### src/rtl/eeprom_ctrl_if.sv
// Host-side command/response channel of the EEPROM sequencer.
// The host drives commands with valid/ready, and the controller returns
// one response per command on a second valid/ready channel.
interface eeprom_ctrl_if #(
  parameter int ADDR_W = 4,
  parameter int DATA_W = 16
);
  logic              cmd_valid;
  logic              cmd_ready;
  logic [1:0]        cmd_op;
  logic [ADDR_W-1:0] cmd_addr;
  logic [DATA_W-1:0] cmd_wdata;
  logic              rsp_valid;
  logic              rsp_ready;
  logic [DATA_W-1:0] rsp_rdata;
  logic              rsp_err;

  modport master (
    output cmd_valid, cmd_op, cmd_addr, cmd_wdata, rsp_ready,
    input  cmd_ready, rsp_valid, rsp_rdata, rsp_err
  );

  modport slave (
    input  cmd_valid, cmd_op, cmd_addr, cmd_wdata, rsp_ready,
    output cmd_ready, rsp_valid, rsp_rdata, rsp_err
  );
endinterface

### src/rtl/eeprom_ctrl.sv
// Initiator-side sequencer for a level-sensitive EEPROM array.
// Read: READ -> RESP. Program: ERASE -> WRITE -> READ (verify) -> RESP.
// Erase: ERASE -> READ (blank check) -> RESP. Reserved op: straight to RESP.
// Strobes are registered from the next state, so a phase change swaps
// strobes on a single edge with no idle cycle in between.
module eeprom_ctrl #(
  parameter int ADDR_W       = 4,
  parameter int DATA_W       = 16,
  parameter int ERASE_CYCLES = 4,
  parameter int WRITE_CYCLES = 4,
  parameter int READ_CYCLES  = 1
) (
  input  logic              clk,
  input  logic              rst_n,
  eeprom_ctrl_if.slave      host,
  output logic              busy,
  output logic [ADDR_W-1:0] mem_addr,
  output logic              mem_we,
  output logic              mem_erase,
  output logic [DATA_W-1:0] mem_wdata,
  input  logic [DATA_W-1:0] mem_rdata
);

  typedef enum logic [2:0] {
    S_IDLE,
    S_ERASE,
    S_WRITE,
    S_READ,
    S_RESP
  } state_e;

  typedef enum logic [1:0] {
    OP_READ  = 2'b00,
    OP_PROG  = 2'b01,
    OP_ERASE = 2'b10,
    OP_RSVD  = 2'b11
  } op_e;

  function automatic int max3(input int a, input int b, input int c);
    int m;
    m = (a > b) ? a : b;
    return (m > c) ? m : c;
  endfunction

  localparam int CNT_MAX = max3(ERASE_CYCLES, WRITE_CYCLES, READ_CYCLES);
  localparam int CNT_W   = $clog2(CNT_MAX) + 1;
  localparam logic [CNT_W-1:0] ERASE_LAST = CNT_W'(ERASE_CYCLES - 1);
  localparam logic [CNT_W-1:0] WRITE_LAST = CNT_W'(WRITE_CYCLES - 1);
  localparam logic [CNT_W-1:0] READ_LAST  = CNT_W'(READ_CYCLES - 1);

  // Verify rule applied to the word sampled at the end of the read phase.
  function automatic logic verify_fail(input op_e op,
                                       input logic [DATA_W-1:0] rd,
                                       input logic [DATA_W-1:0] wd);
    case (op)
      OP_PROG:  return rd != wd;
      OP_ERASE: return rd != '0;
      default:  return 1'b0;
    endcase
  endfunction

  state_e            state, state_d;
  op_e               op_q;
  logic [CNT_W-1:0]  cnt;
  logic              accept;
  logic              read_done;
  logic              rsp_hs;
  logic              rsp_valid_q;
  logic              rsp_err_q;
  logic [DATA_W-1:0] rsp_rdata_q;

  assign host.cmd_ready = (state == S_IDLE);
  assign busy           = (state != S_IDLE);
  assign host.rsp_valid = rsp_valid_q;
  assign host.rsp_rdata = rsp_rdata_q;
  assign host.rsp_err   = rsp_err_q;

  assign accept    = (state == S_IDLE) && host.cmd_valid;
  assign read_done = (state == S_READ) && (cnt == READ_LAST);
  assign rsp_hs    = rsp_valid_q && host.rsp_ready;

  // Next-state decode; each timed phase leaves on its last counted cycle.
  always_comb begin
    state_d = state;
    unique case (state)
      S_IDLE: begin
        if (host.cmd_valid) begin
          unique case (op_e'(host.cmd_op))
            OP_READ:  state_d = S_READ;
            OP_PROG:  state_d = S_ERASE;
            OP_ERASE: state_d = S_ERASE;
            OP_RSVD:  state_d = S_RESP;
          endcase
        end
      end
      S_ERASE: if (cnt == ERASE_LAST) state_d = (op_q == OP_PROG) ? S_WRITE : S_READ;
      S_WRITE: if (cnt == WRITE_LAST) state_d = S_READ;
      S_READ:  if (cnt == READ_LAST)  state_d = S_RESP;
      S_RESP:  if (rsp_hs)            state_d = S_IDLE;
      default: state_d = S_IDLE;
    endcase
  end

  // State register, phase counter and registered array strobes.
  always_ff @(posedge clk or negedge rst_n) begin
    if (!rst_n) begin
      state     <= S_IDLE;
      cnt       <= '0;
      mem_we    <= 1'b0;
      mem_erase <= 1'b0;
    end else begin
      state     <= state_d;
      mem_erase <= (state_d == S_ERASE);
      mem_we    <= (state_d == S_WRITE);
      if ((state_d == state) &&
          (state == S_ERASE || state == S_WRITE || state == S_READ))
        cnt <= cnt + 1'b1;
      else
        cnt <= '0;
    end
  end

  // Command latch: address and data stay put for the whole command and in IDLE.
  always_ff @(posedge clk or negedge rst_n) begin
    if (!rst_n) begin
      op_q      <= OP_READ;
      mem_addr  <= '0;
      mem_wdata <= '0;
    end else if (accept) begin
      op_q      <= op_e'(host.cmd_op);
      mem_addr  <= host.cmd_addr;
      mem_wdata <= host.cmd_wdata;
    end
  end

  // Response register: filled at the last read edge (or on a reserved op),
  // held until the host handshake.
  always_ff @(posedge clk or negedge rst_n) begin
    if (!rst_n) begin
      rsp_valid_q <= 1'b0;
      rsp_err_q   <= 1'b0;
      rsp_rdata_q <= '0;
    end else begin
      if (accept && op_e'(host.cmd_op) == OP_RSVD) begin
        rsp_err_q   <= 1'b1;
        rsp_rdata_q <= '0;
      end
      if (read_done) begin
        rsp_rdata_q <= mem_rdata;
        rsp_err_q   <= verify_fail(op_q, mem_rdata, mem_wdata);
      end
      if (rsp_hs)
        rsp_valid_q <= 1'b0;
      else if (read_done || state == S_RESP)
        rsp_valid_q <= 1'b1;
    end
  end

endmodule
### src/flat_wrapper.sv
// flat-port wrapper written by rule: the top's interface ports become plain ports
module eeprom_ctrl_flat 
#(
  parameter int ADDR_W       = 4,
  parameter int DATA_W       = 16,
  parameter int ERASE_CYCLES = 4,
  parameter int WRITE_CYCLES = 4,
  parameter int READ_CYCLES  = 1
)
  (clk, rst_n, busy, mem_addr, mem_we, mem_erase, mem_wdata, mem_rdata, host_cmd_valid, host_cmd_op, host_cmd_addr, host_cmd_wdata, host_rsp_ready, host_cmd_ready, host_rsp_valid, host_rsp_rdata, host_rsp_err);
  eeprom_ctrl_if #(.ADDR_W(ADDR_W), .DATA_W(DATA_W)) host_i ();
  input  logic clk;
  input  logic rst_n;
  output logic busy;
  output logic [ADDR_W-1:0] mem_addr;
  output logic mem_we;
  output logic mem_erase;
  output logic [DATA_W-1:0] mem_wdata;
  input  logic [DATA_W-1:0] mem_rdata;
  input wire logic [$bits(host_i.cmd_valid)-1:0] host_cmd_valid;
  input wire logic [$bits(host_i.cmd_op)-1:0] host_cmd_op;
  input wire logic [$bits(host_i.cmd_addr)-1:0] host_cmd_addr;
  input wire logic [$bits(host_i.cmd_wdata)-1:0] host_cmd_wdata;
  input wire logic [$bits(host_i.rsp_ready)-1:0] host_rsp_ready;
  output wire logic [$bits(host_i.cmd_ready)-1:0] host_cmd_ready;
  output wire logic [$bits(host_i.rsp_valid)-1:0] host_rsp_valid;
  output wire logic [$bits(host_i.rsp_rdata)-1:0] host_rsp_rdata;
  output wire logic [$bits(host_i.rsp_err)-1:0] host_rsp_err;
  assign host_i.cmd_valid = host_cmd_valid;
  assign host_i.cmd_op = host_cmd_op;
  assign host_i.cmd_addr = host_cmd_addr;
  assign host_i.cmd_wdata = host_cmd_wdata;
  assign host_i.rsp_ready = host_rsp_ready;
  assign host_cmd_ready = host_i.cmd_ready;
  assign host_rsp_valid = host_i.rsp_valid;
  assign host_rsp_rdata = host_i.rsp_rdata;
  assign host_rsp_err = host_i.rsp_err;
  eeprom_ctrl #(.ADDR_W(ADDR_W), .DATA_W(DATA_W), .ERASE_CYCLES(ERASE_CYCLES), .WRITE_CYCLES(WRITE_CYCLES), .READ_CYCLES(READ_CYCLES)) u_core (.clk(clk), .rst_n(rst_n), .host(host_i), .busy(busy), .mem_addr(mem_addr), .mem_we(mem_we), .mem_erase(mem_erase), .mem_wdata(mem_wdata), .mem_rdata(mem_rdata));
endmodule
### config.mk
export PLATFORM = sky130hd
export DESIGN_NAME = eeprom_ctrl_flat
export DESIGN_NICKNAME = d
export VERILOG_FILES = /design/src/rtl/eeprom_ctrl_if.sv /design/src/rtl/eeprom_ctrl.sv /design/src/flat_wrapper.sv
export SDC_FILE = /design/constraint.sdc
export NUM_CORES = 1
export LEC_CHECK = 0
export ABC_CLOCK_PERIOD_IN_PS = 2500
export CORE_UTILIZATION = 43
export DETAILED_ROUTE_END_ITERATION = 16
export PLACE_DENSITY = 0.79
export SYNTH_ARGS = -nofsm -noshare
export SYNTH_HDL_FRONTEND = slang
export SYNTH_SLANG_ARGS = --single-unit
### constraint.sdc
create_clock -name clk -period 2.5 [get_ports clk]
set_clock_uncertainty 0.05 [all_clocks]
set_input_delay 0.5 -clock clk [delete_from_list [all_inputs] [get_ports clk]]
set_output_delay 0.5 -clock clk [all_outputs]
set_load 0.03 [all_outputs]
==> results_dict.tcl <==
set metrics [dict create \
    port-buffer-count 83 \
    power.share.clock_pct 10.9 \
    chipHeight_microns 72.93 \
    fin_crit_sh_pct 93.86 \
    synthDistinctLibCells 33 \
    crit_path_max_fanout 8 \
    detail_route.drc_violations 0 \
    die-area_sq_mm 0.005319 \
    syn_area_sq_mm 0.002163 \
    dp.final_hpwl_microns 3913 \
    average_cell_area_after_synthesis_sq_um 12.73 \
    layout-area-overhead-vs-synth_pct 46.44 \
    layout.nets 305 \
    timing_max_transition_violations_final 0 \
    cts.root.buffer_cell "clkbuf_8" \
    worst_ir_drop_on_vdd_uv 771.2 \
    total_power_after_layout_w 0.004333 \
    drtIter0Drc 81 \
    startpoint_type "register" \
    tritoncts "yes" \
    cp.arrival_ns 1.80 \
    post-cts-setup-buffers 0 \
    power_density_mw_per_mm2 1368 \
    vias_in_the_first_global_route 1584 \
    internal_power_w 0.002523 \
    cts_buf_count 5 \
    synth.yosys.seq_area_share_pct 55.52 \
    avgRoutedWirePerCell_microns 15.44 \
    power.net_switching_w 0.001810 \
    ys_ff_latch 48 \
    drt-total-wl_microns 5035 \
    critPathCaptureType "primary output" \
    rsz0062_at_grt "no" \
    final_core_util_pct 66.20 \
    setup_violators_final 0 \
    seqPwrFrac_pct 34.0 \
    globalRouteOverflowTotal 0 \
    fp.dieW_microns 72.93 \
    setup.worst_path.class "reg -> out" \
    layout-drive-gt1-share_pct 14.29 \
    cts_repair_resize_count 0 \
    drtAntennaViolNets 0 \
    tightestPinTransition_ns 0.7856 \
    grt_antenna_before_repair 0 \
    first_pass_iters 4 \
    start_util_pct 45.20 \
    async_reset_ff_share_pct 100.0 \
    grt_pass1_wl_microns 7831 \
    clk_transition_reported_paths_ns 0.08 \
    syn_inst 170 \
    clkSinkCount 48 \
    vias_per_cell 5.009 \
    swShare_pct 41.76 \
    diodes 0 \
    gr-usage-all-layers_pct 20.00 \
    worstHoldPathType "in -> async" \
    synth-edff-count 0 \
    number_of_h_tree_levels 2 \
    clockBufferDepth 2 \
    clk_latency_ns 0.30 \
    synth.largest_area_cell "dfrtp_1" \
    io-pin-count 84 \
    worst_ep_required_time_ns 1.95 \
    fp-row-count 25 \
    final_hold_viol_count 0 \
    ys.warnings.count 0 \
    period_minus_slack_ns 2.347 \
    pin_count_of_the_biggest_net_entering_global_routing 21 \
    ys.flop_type "dfrtp_1" \
    synth_fp_nets 217 \
    totalNegativeSetupSlack_ns 0 \
    detailroute.via_count 1633 \
    maxCapViolations 0 \
    leakage_nw 1.321 \
    share_of_total_power_in_combinational_logic_pct 55.1 \
    timing.slew.headroom_pct 47.63 \
    clock.fmax_ghz 0.4262 \
    run_status "finished clean" \
    timing.critical_path.slowest_cell_delay_ns 0.72 \
    slowest_stage "clkdlybuf4s50_1" \
    ctsHoldBuffers 0 \
    synth_largest_type_area_fraction_pct 55.52 \
    crit_chain "nor3_1 -> clkdlybuf4s50_1" \
    finalWeightedCongestion 0.7982 \
    yosys-top-cells-area "dfrtp_1 56%, mux2_2 10%, a22o_1 7.3%" \
    core_area_sq_mm 0.004786 \
]
[Yosys cell counts, drive strengths merged (2+ instances only)]
| cell type | number |
|---|---|
| and2 | 4 |
| mux2 | 20 |
| o21ai | 2 |
| a21oi | 2 |
| nor2 | 6 |
| nor4b | 2 |
| buf | 6 |
| nand2 | 8 |
| inv | 9 |
| a22o | 18 |
| dfrtp | 48 |
| xnor2 | 17 |
| nor4 | 5 |
| ha | 5 |
| nand4 | 4 |
[power groups by stage]
| stage | combinational, W | sequential, W | clock [W] |
|---|---|---|---|
| after floorplan | 0.000865 | 0.00204 | 0 |
| after global placement | 0.00236 | 0.00148 | 0 |
| after detailed placement | 0.00240 | 0.00148 | 0 |
| after CTS | 0.00241 | 0.00147 | 0.000488 |
| after global routing | 0.00253 | 0.00152 | 0.000527 |
| final | 0.00239 | 0.00147 | 0.000474 |
[cells in the final DEF (no fill, tap or decap), types with 2 or more instances in the layout]
master           count
nor4_1               5
buf_4                5
nor2_1               5
inv_1                9
xnor2_1             17
dfrtp_1             48
nand4_1              4
o21ai_0              2
mux2_2              20
clkdlybuf4s50_1     82
and2_1               4
clkbuf_8             6
a22o_1              18
nand2_1              8
ha_1                 5
[path summary, 6_finish.rpt]
path                                                   endpoint  cells after the start                 startpoint  slack, ns
min                            u_core.mem_wdata[10]$_DFFE_PN0P_                      1                      rst_n       0.05
min reg2reg                             u_core.cnt[0]$_DFF_PN0_                      1    u_core.cnt[0]$_DFF_PN0_       0.41
max reg2reg                u_core.host.rsp_rdata[1]$_DFFE_PN0P_                      6    u_core.cnt[0]$_DFF_PN0_       0.69
max                                              host_cmd_ready                      2  u_core.state[1]$_DFF_PN0_       0.15
max in group asynchronous             u_core.state[1]$_DFF_PN0_                      2                      rst_n       1.77
min in group clk                        u_core.cnt[0]$_DFF_PN0_                      1    u_core.cnt[0]$_DFF_PN0_       0.41
[routing by layer]
metal / up-vias / share of wire [%] / global-route usage (%)
met5: - / 0 / 0
met4: 0 / 1.7 / 7.407
met3: 10 / 4.0 / 3.729
met2: 48 / 48 / 31.67
met1: 794 / 46 / 27.55
li1: 781 / - / -
[worst max-delay path: cells and delay by family (launching register included)]
family	cells	cell delay, ns
and+or+nand+nor	1	0.29
DFF	1	0.49
buffers and inverters	1	0.72
[flip-flops by register name, summed over array words and instances, names as in the netlist]
signal and cells:
u_core.cnt 3, u_core.mem_wdata 16, u_core.mem_addr 4, u_core.mem_we 1, u_core.host.rsp_valid 1, u_core.host.rsp_rdata 16
u_core.op_q 2, u_core.host.rsp_err 1, u_core.mem_erase 1, u_core.state 3
[through the flow]
stage	hold slack (ns)	setup slack (ns)	cells	instance area (sq um)
after floorplan	0.1544	0.3324	170	2163
after global placement	0.3894	0.3771	318	3074
after detailed placement	0.3846	0.3130	318	3074
after CTS	0.05578	0.1315	326	3168
after global routing	0.05642	0.06782	326	3168
final	0.05260	0.1534	326	3168
[layout make-up]
cell class,instances,area (sq um)
flip-flops and latches,48,1201
repair buffers,88,863.3
fillers,392,1618
well taps,67,83.83
clock buffers,7,86.33
multi-input cells,106,892.1
inverters,9,33.78
clock inverters,1,7.507
[logic make-up (layout without fill, tap and decap cells)]
family | count (synthesis) | count (layout) | synth area share (%)
AND/OR/NAND/NOR | 34 | 34 | 9.312
AO/OA/AOI/OAI | 30 | 30 | 11.74
multiplexers | 20 | 20 | 10.41
flip-flops | 48 | 48 | 55.52
adder cells (fa/ha/maj) | 5 | 5 | 2.892
XOR/XNOR | 17 | 17 | 6.882
buffers and inverters | 16 | 105 | 3.239
Power figures use the tool's default switching activity.
